==> config.mk <==
export PLATFORM = sky130hd
export DESIGN_NAME = spi_xfer_ctrl
export DESIGN_NICKNAME = d
export VERILOG_FILES = /design/src/rtl/spi_xfer_ctrl_pkg.sv /design/src/rtl/spi_xfer_ctrl_clkgen.sv /design/src/rtl/spi_xfer_ctrl.sv
export SDC_FILE = /design/constraint.sdc
export NUM_CORES = 1
export LEC_CHECK = 0
export BUFFER_PORTS_ARGS = -buffer_cell sky130_fd_sc_hd__buf_4
export CAP_MARGIN = 20
export CORE_ASPECT_RATIO = 1.4
export CORE_MARGIN = 2
export CORE_UTILIZATION = 44
export DETAILED_ROUTE_END_ITERATION = 16
export GPL_TIMING_DRIVEN = 0
export PLACE_DENSITY = 0.66
export SLEW_MARGIN = 20
export SYNTH_ARGS = -nofsm -noshare
export SYNTH_HDL_FRONTEND = slang
export SYNTH_HIERARCHICAL = 1
export SYNTH_SLANG_ARGS = --single-unit
==> constraint.sdc <==
create_clock -name clk -period 2.22 [get_ports clk]
set_input_delay 0.111 -clock clk [delete_from_list [all_inputs] [get_ports clk]]
set_output_delay 0.111 -clock clk [all_outputs]
set_load 0.02 [all_outputs]
==> src/rtl/spi_xfer_ctrl_pkg.sv <==
// Shared definitions for the SPI transfer controller: FSM state encoding,
// data width, edge count per byte and the divider-to-half-period mapping
// used by the sclk generator.
package spi_xfer_ctrl_pkg;

  localparam int DATA_W   = 8;
  localparam int EDGE_CNT = 16;
  localparam int DIV_W    = 3;
  localparam int HALF_W   = 5;

  typedef enum logic [1:0] {
    IDLE = 2'd0,
    XFER = 2'd1,
    HOLD = 2'd2,
    DONE = 2'd3
  } state_e;

  // sclk half-period in clk cycles for each divider setting; the unused
  // encodings fall back to the same rate as 3'b001.
  function automatic logic [HALF_W-1:0] half_period(input logic [DIV_W-1:0] div);
    case (div)
      3'b000:  return 5'd2;
      3'b001:  return 5'd5;
      3'b010:  return 5'd9;
      3'b011:  return 5'd17;
      default: return 5'd5;
    endcase
  endfunction

endpackage

==> src/rtl/spi_xfer_ctrl_clkgen.sv <==
// sclk generator for the SPI transfer controller.
// Ports:
//   clk, rst  - system clock, asynchronous active-high reset
//   cs_i      - active-low enable; while high sclk rests at cpol_i
//   div_i     - rate select, mapped through half_period()
//   cpol_i    - idle level of sclk
//   sclk_o    - generated serial clock
module spi_xfer_ctrl_clkgen
  import spi_xfer_ctrl_pkg::*;
(
  input  logic             clk,
  input  logic             rst,
  input  logic             cs_i,
  input  logic [DIV_W-1:0] div_i,
  input  logic             cpol_i,
  output logic             sclk_o
);

  logic [HALF_W-1:0] cnt_q;
  logic [HALF_W-1:0] cnt_d;
  logic [HALF_W-1:0] half;
  logic              phase_q;

  assign half  = half_period(div_i);
  assign cnt_d = cnt_q + 5'd1;

  always_ff @(posedge clk or posedge rst) begin
    if (rst) begin
      cnt_q   <= '0;
      phase_q <= 1'b0;
    end else if (cs_i) begin
      cnt_q   <= '0;
      phase_q <= 1'b0;
    end else if (cnt_q == half - 5'd1) begin
      cnt_q   <= '0;
      phase_q <= ~phase_q;
    end else begin
      cnt_q   <= cnt_d;
    end
  end

  // Phase is relative to the idle level, so sclk sits at cpol whenever the
  // generator is disabled or held in reset.
  assign sclk_o = cpol_i ^ phase_q;

endmodule

==> src/rtl/spi_xfer_ctrl.sv <==
// SPI master for single-byte transfers in any of the four SPI modes.
// Ports:
//   clk, rst           - system clock, asynchronous active-high reset
//   start              - one-cycle request, accepted only in IDLE
//   tx_data, divider,
//   cpol, cpha         - transfer configuration, latched on accepted start
//   miso               - serial data from slave
//   sclk, mosi, cs_n   - SPI bus
//   busy               - transfer in progress (XFER and HOLD)
//   done               - one-cycle end-of-transfer pulse
//   rx_data            - received byte, updated together with done
module spi_xfer_ctrl
  import spi_xfer_ctrl_pkg::*;
(
  input  logic              clk,
  input  logic              rst,
  input  logic              start,
  input  logic [DATA_W-1:0] tx_data,
  input  logic [DIV_W-1:0]  divider,
  input  logic              cpol,
  input  logic              cpha,
  input  logic              miso,
  output logic              sclk,
  output logic              mosi,
  output logic              cs_n,
  output logic              busy,
  output logic              done,
  output logic [DATA_W-1:0] rx_data
);

  state_e            state_q;
  logic [DATA_W-1:0] tx_sh_q;
  logic [DATA_W-1:0] rx_sh_q;
  logic [DATA_W-1:0] rx_data_q;
  logic [4:0]        edge_cnt_q;
  logic [4:0]        edge_cnt_d;
  logic              hold_cnt_q;
  logic [DIV_W-1:0]  div_q;
  logic              cpol_q;
  logic              cpha_q;
  logic              gen_cs_q;
  logic              sclk_prev_q;
  logic              cs_n_q;
  logic              busy_q;
  logic              done_q;

  logic sclk_w;
  logic sclk_edge;
  logic lead_edge;
  logic trail_edge;
  logic last_edge;
  logic do_sample;
  logic do_shift;

  spi_xfer_ctrl_clkgen u_clkgen (
    .clk    (clk),
    .rst    (rst),
    .cs_i   (gen_cs_q),
    .div_i  (div_q),
    .cpol_i (cpol_q),
    .sclk_o (sclk_w)
  );

  // Edges are seen one clk after sclk moves, by comparing with the copy of
  // sclk registered on the previous cycle.
  assign sclk_edge  = (state_q == XFER) && (sclk_w != sclk_prev_q);
  assign lead_edge  = sclk_edge && (sclk_w != cpol_q);
  assign trail_edge = sclk_edge && (sclk_w == cpol_q);
  assign last_edge  = sclk_edge && (edge_cnt_q == 5'(EDGE_CNT - 1));
  assign edge_cnt_d = edge_cnt_q + 5'd1;

  // Mode 0/2: sample on leading, launch on trailing (the last trailing edge
  // ends the byte, so nothing is launched there).
  // Mode 1/3: launch on leading, except the first since bit 7 is already on
  // mosi from the start, and sample on trailing.
  assign do_sample = cpha_q ? trail_edge : lead_edge;
  assign do_shift  = cpha_q ? (lead_edge && (edge_cnt_q != 5'd0))
                            : (trail_edge && !last_edge);

  always_ff @(posedge clk or posedge rst) begin
    if (rst) begin
      state_q     <= IDLE;
      tx_sh_q     <= '0;
      rx_sh_q     <= '0;
      rx_data_q   <= '0;
      edge_cnt_q  <= '0;
      hold_cnt_q  <= 1'b0;
      div_q       <= '0;
      cpol_q      <= 1'b0;
      cpha_q      <= 1'b0;
      gen_cs_q    <= 1'b1;
      sclk_prev_q <= 1'b0;
      cs_n_q      <= 1'b1;
      busy_q      <= 1'b0;
      done_q      <= 1'b0;
    end else begin
      sclk_prev_q <= sclk_w;
      done_q      <= 1'b0;
      case (state_q)
        IDLE: begin
          if (start) begin
            div_q       <= divider;
            cpol_q      <= cpol;
            cpha_q      <= cpha;
            tx_sh_q     <= tx_data;
            rx_sh_q     <= '0;
            edge_cnt_q  <= '0;
            cs_n_q      <= 1'b0;
            busy_q      <= 1'b1;
            gen_cs_q    <= 1'b0;
            // sclk jumps to the new cpol here; seed the edge detector with
            // it so a mode change is not mistaken for an sclk edge.
            sclk_prev_q <= cpol;
            state_q     <= XFER;
          end
        end
        XFER: begin
          if (sclk_edge) edge_cnt_q <= edge_cnt_d;
          if (do_sample) rx_sh_q <= {rx_sh_q[DATA_W-2:0], miso};
          if (do_shift)  tx_sh_q <= {tx_sh_q[DATA_W-2:0], 1'b0};
          if (last_edge) begin
            gen_cs_q   <= 1'b1;
            hold_cnt_q <= 1'b0;
            state_q    <= HOLD;
          end
        end
        HOLD: begin
          if (hold_cnt_q) begin
            cs_n_q    <= 1'b1;
            busy_q    <= 1'b0;
            done_q    <= 1'b1;
            rx_data_q <= rx_sh_q;
            state_q   <= DONE;
          end else begin
            hold_cnt_q <= 1'b1;
          end
        end
        DONE: begin
          state_q <= IDLE;
        end
        default: begin
          state_q <= IDLE;
        end
      endcase
    end
  end

  // mosi is the MSB of the tx shift register, so it keeps the last bit
  // driven once the transfer is over.
  assign sclk    = sclk_w;
  assign mosi    = tx_sh_q[DATA_W-1];
  assign cs_n    = cs_n_q;
  assign busy    = busy_q;
  assign done    = done_q;
  assign rx_data = rx_data_q;

endmodule
==> metrics.md <==
| Metric | Value |
|---|---|
| Clock transition at the registers of the reported paths | `0.09 ns` |
| Hold_sp | `divider[2]` |
| Count of final setup violators | `0` |
| Top area cells in the synthesized netlist | `dfrtp_1 (48%), mux2_2 (6.1%), mux2i_1 (5.0%), mux2_4 (5.0%), nand2_1 (3.9%)` |
| Routed length per placed instance | `about 14 µm` |
| Total congestion overflow | `0` |
| Post-Place Cells | `roughly 320` |
| Leading cell type in the layout, fill and taps excluded | `dfrtp_1` |
| Hold Path End | `div_q[2]` |
| Total via count after detailed routing | `1694` |
| Worst setup slack for register-to-register paths | `0.07 ns` |
| Post-route fraction of the period consumed by the critical path | `between 90% and 100%` |
| Number of global-route vias before repair | `roughly 1.6k` |
| Maximum net fanout on the critical path | `9` |
| Top-area cell type share of the netlist area | `a little under half` |
| Nets in the synthesized netlist | `roughly 240` |
| Area of all placed cells without fillers | `just under 3000 µm²` |
| TritonCTS clock tree | `built` |
| Deepest clock path buffer count | `2` |
| Final Worst Setup Slack | `~0.07 ns` |
| Largest net degree at the start of global routing | `24` |
| RR Startpoint | `u_clkgen/phase_q` |
| Max-slew violation count | `0` |
| Capturing element type of the critical path | `flip-flop` |
| VDD IR-drop max | `0.811 mV` |
| CTS buffer count | `5` |
| Clock latency of the later-clocked register in the worst-skew pair | `about 0.3 ns` |
| Number of antenna violations at the first check in global routing | `0` |
| DRC violations left | `0` |
| Area after DPL | `about 2800 µm²` |
| Share of the yosys chip area belonging to registers | `between 40 and 50%` |
| Achievable clock frequency | `roughly 470 MHz` |
| Max-Cap Viols | `0` |
| Worst hold slack across all endpoints | `0.0400 ns` |
| Top cell type by total area after synthesis | `dfrtp_1` |
| Cell area after synthesis | `2410 µm²` |
| Detail Route Antenna Nets | `0` |
| Final estimated routing congestion in global placement | `about 0.71` |
| Vert. Die Dim | `~92 µm` |
| Wire length after detailed routing | `4480 µm` |
| Detail-routed via count per cell | `a little over 5` |
| Synthesis Warnings | `6` |
| Drt pass-1 iters | `4` |
| Detailed-placement wirelength estimate | `about 3200 µm` |
| # port buffers | `29` |
| Top library cells by usage in the layout, fill and taps aside | `dfrtp_1 (44), buf_4 (35), nand2_1 (25)` |
| Share of post-route cells with drive strength above 1 | `between 30% and 40%` |
| Netlist cell types | `between 40 and 50` |
| Post-route minimum period | `about 2.1 ns` |
| Initial Utilization | `about 46%` |
| Actual transition at the worst max-transition pin | `slightly above 0.6 ns` |
| Area growth from synthesis to final layout | `22.0%` |
| Fin cells | `between 300 and 400` |
| Worst endpoint data arrival time | `2.33 ns` |
| Classification of the worst setup path | `reg2reg` |
| Synthesized area per cell | `11.0 µm²` |
| RSZ-0062 raised after global routing | `no` |
| Required time of the worst setup path | `2.40 ns` |
| Width of the die | `between 60 and 70 µm` |
| Power density over the cells | `around 1500 nW/µm²` |
| Sinks on the clock net | `48` |
| Run status | `finished clean` |
| Site Rows | `31` |
| Leakage power summed over all cells | `between 1 and 1.5 nW` |
| Startpoint kind of the worst setup timing path | `flip-flop` |
| Depth of the worst register-to-register path | `6` |
| Place WS | `-0.0616 ns` |
| Net count of the finished layout | `287` |
| Final number of hold-violating endpoints | `0` |
| Die area | `just over 6000 µm²` |
| Antenna diode instance count | `0` |
| Worst Hold Path Cells | `2` |
| Global-route wire length before repair | `around 7500 µm` |
| Register bit count reported by yosys | `48` |
| Core Util, Final | `~56%` |
| Starting DRC count in detailed routing | `47` |
| Global-route total usage across every layer | `approximately 16%` |
| Worst relative slew slack | `58.6%` |
| Min-delay worst type | `in2reg` |
| Setup clock skew after layout | `~0.0052 ns` |
| Worst r2r dst | `tx_sh_q[2]` |
| Ports | `30` |
| H-tree level count | `2` |
| Core Region | `approximately 5200 µm²` |
| Gate count after technology mapping | `219` |
| Library cell used as clock root buffer | `clkbuf_8` |
-- worst max-delay path, stage by stage (launching register included) --
cell and delay [ns]:
dfrtp_2 0.46, xor2_4 0.22, or3b_1 0.38, a2111o_1 0.41, o221ai_4 0.09, buf_12 0.17, mux2_4 0.30
-- metal layers --
| metal | part of all wire [%] | GRT usage [%] |
|---|---|---|
| met5 | 0 | 0 |
| met2 | 52 | 25.8 |
| met4 | 0.94 | 5.61 |
| met3 | 2.3 | 3.31 |
| met1 | 45 | 21.1 |
-- worst max path at each step --
stage / endpoint / start / cells after the start
global placement: tx_sh_q[2] / state_q[1] / 7
floorplan: tx_sh_q[7] / cpol_q / 6
global route: tx_sh_q[2] / u_clkgen/phase_q / 6
finish: tx_sh_q[2] / u_clkgen/phase_q / 6
CTS: tx_sh_q[1] / cpol_q / 6
detailed placement: tx_sh_q[5] / state_q[1] / 7
-- synthesized netlist by cell type (all sizes together) --
cell type and instances:
a2111o 1, a211oi 1, a21o 3, a21oi 9, a22o 1, a311oi 1, a31oi 1, and2 2
and2b 1, and3 2, buf 4, clkbuf 2, dfrtp 46, dfstp 2, ha 7, inv 18
mux2 21, mux2i 12, nand2 25, nand2b 5, nand3 6, nand3b 2, nor2 8, nor2b 2
nor3 4, nor4b 2, o211ai 1, o21ai 16, o221ai 1, or2 1, or3b 1, or4 1
or4b 1, xnor2 4, xor2 5
-- registers in the layout, indices dropped and copies added, names as in the netlist --
signal            cells
edge_cnt_q            5
rx_sh_q               8
cpol_q                1
busy                  1
u_clkgen/phase_q      1
div_q                 3
hold_cnt_q            1
tx_sh_q               8
cpha_q                1
rx_data               8
sclk_prev_q           1
u_clkgen/cnt_q        5
done                  1
state_q               2
cs_n                  1
gen_cs_q              1
-- area by class of cell --
type / instances / area [µm²]
fillers: 465 / 2290
clock inverters: 3 / 42.5
flip-flops and latches: 48 / 1210
inverters: 18 / 67.6
clock buffers: 5 / 68.8
multi-input cells: 147 / 1130
repair buffers: 38 / 320
plain buffers: 5 / 23.8
well taps: 66 / 82.6
-- per-stage QoR --
step	power [mW]	setup TNS, ns
after floorplan	3.05	0
after global placement	3.54	-0.429
after detailed placement	3.59	-0.470
after CTS	4.29	0
after global routing	4.67	0
final	4.34	0
-- power breakdown --
group          switching, mW  internal [mW]  leakage, nW
Clock                  0.289          0.333       0.0541
Combinational           1.08           1.11        0.691
Sequential             0.284           1.24        0.607
Total                   1.65           2.69         1.35
-- what timing repair did --
action / in CTS / in global routing
pin swaps: 3 / 2
buffers inserted: 3 / 4
endpoints found under the setup margin: 8 / 14
hold buffers: 1 / 0
resized for setup: 2 / 4
endpoints found under the hold margin: 24 / 0
-- logic make-up (layout without fill, tap and decap cells) --
| family | Yosys count | count (layout) | synth area share [%] |
|---|---|---|---|
| buffers and inverters | 24 | 69 | 4.09 |
| AOI/OAI and AO/OA | 35 | 35 | 9.85 |
| DFF | 48 | 48 | 49.8 |
| muxes | 33 | 33 | 16.0 |
| xor gates and xnor gates | 9 | 9 | 3.26 |
| and+or+nand+nor | 63 | 63 | 13.3 |
| adders and majority gates | 7 | 7 | 3.63 |
Note: power is estimated with default switching activity, not from simulation.
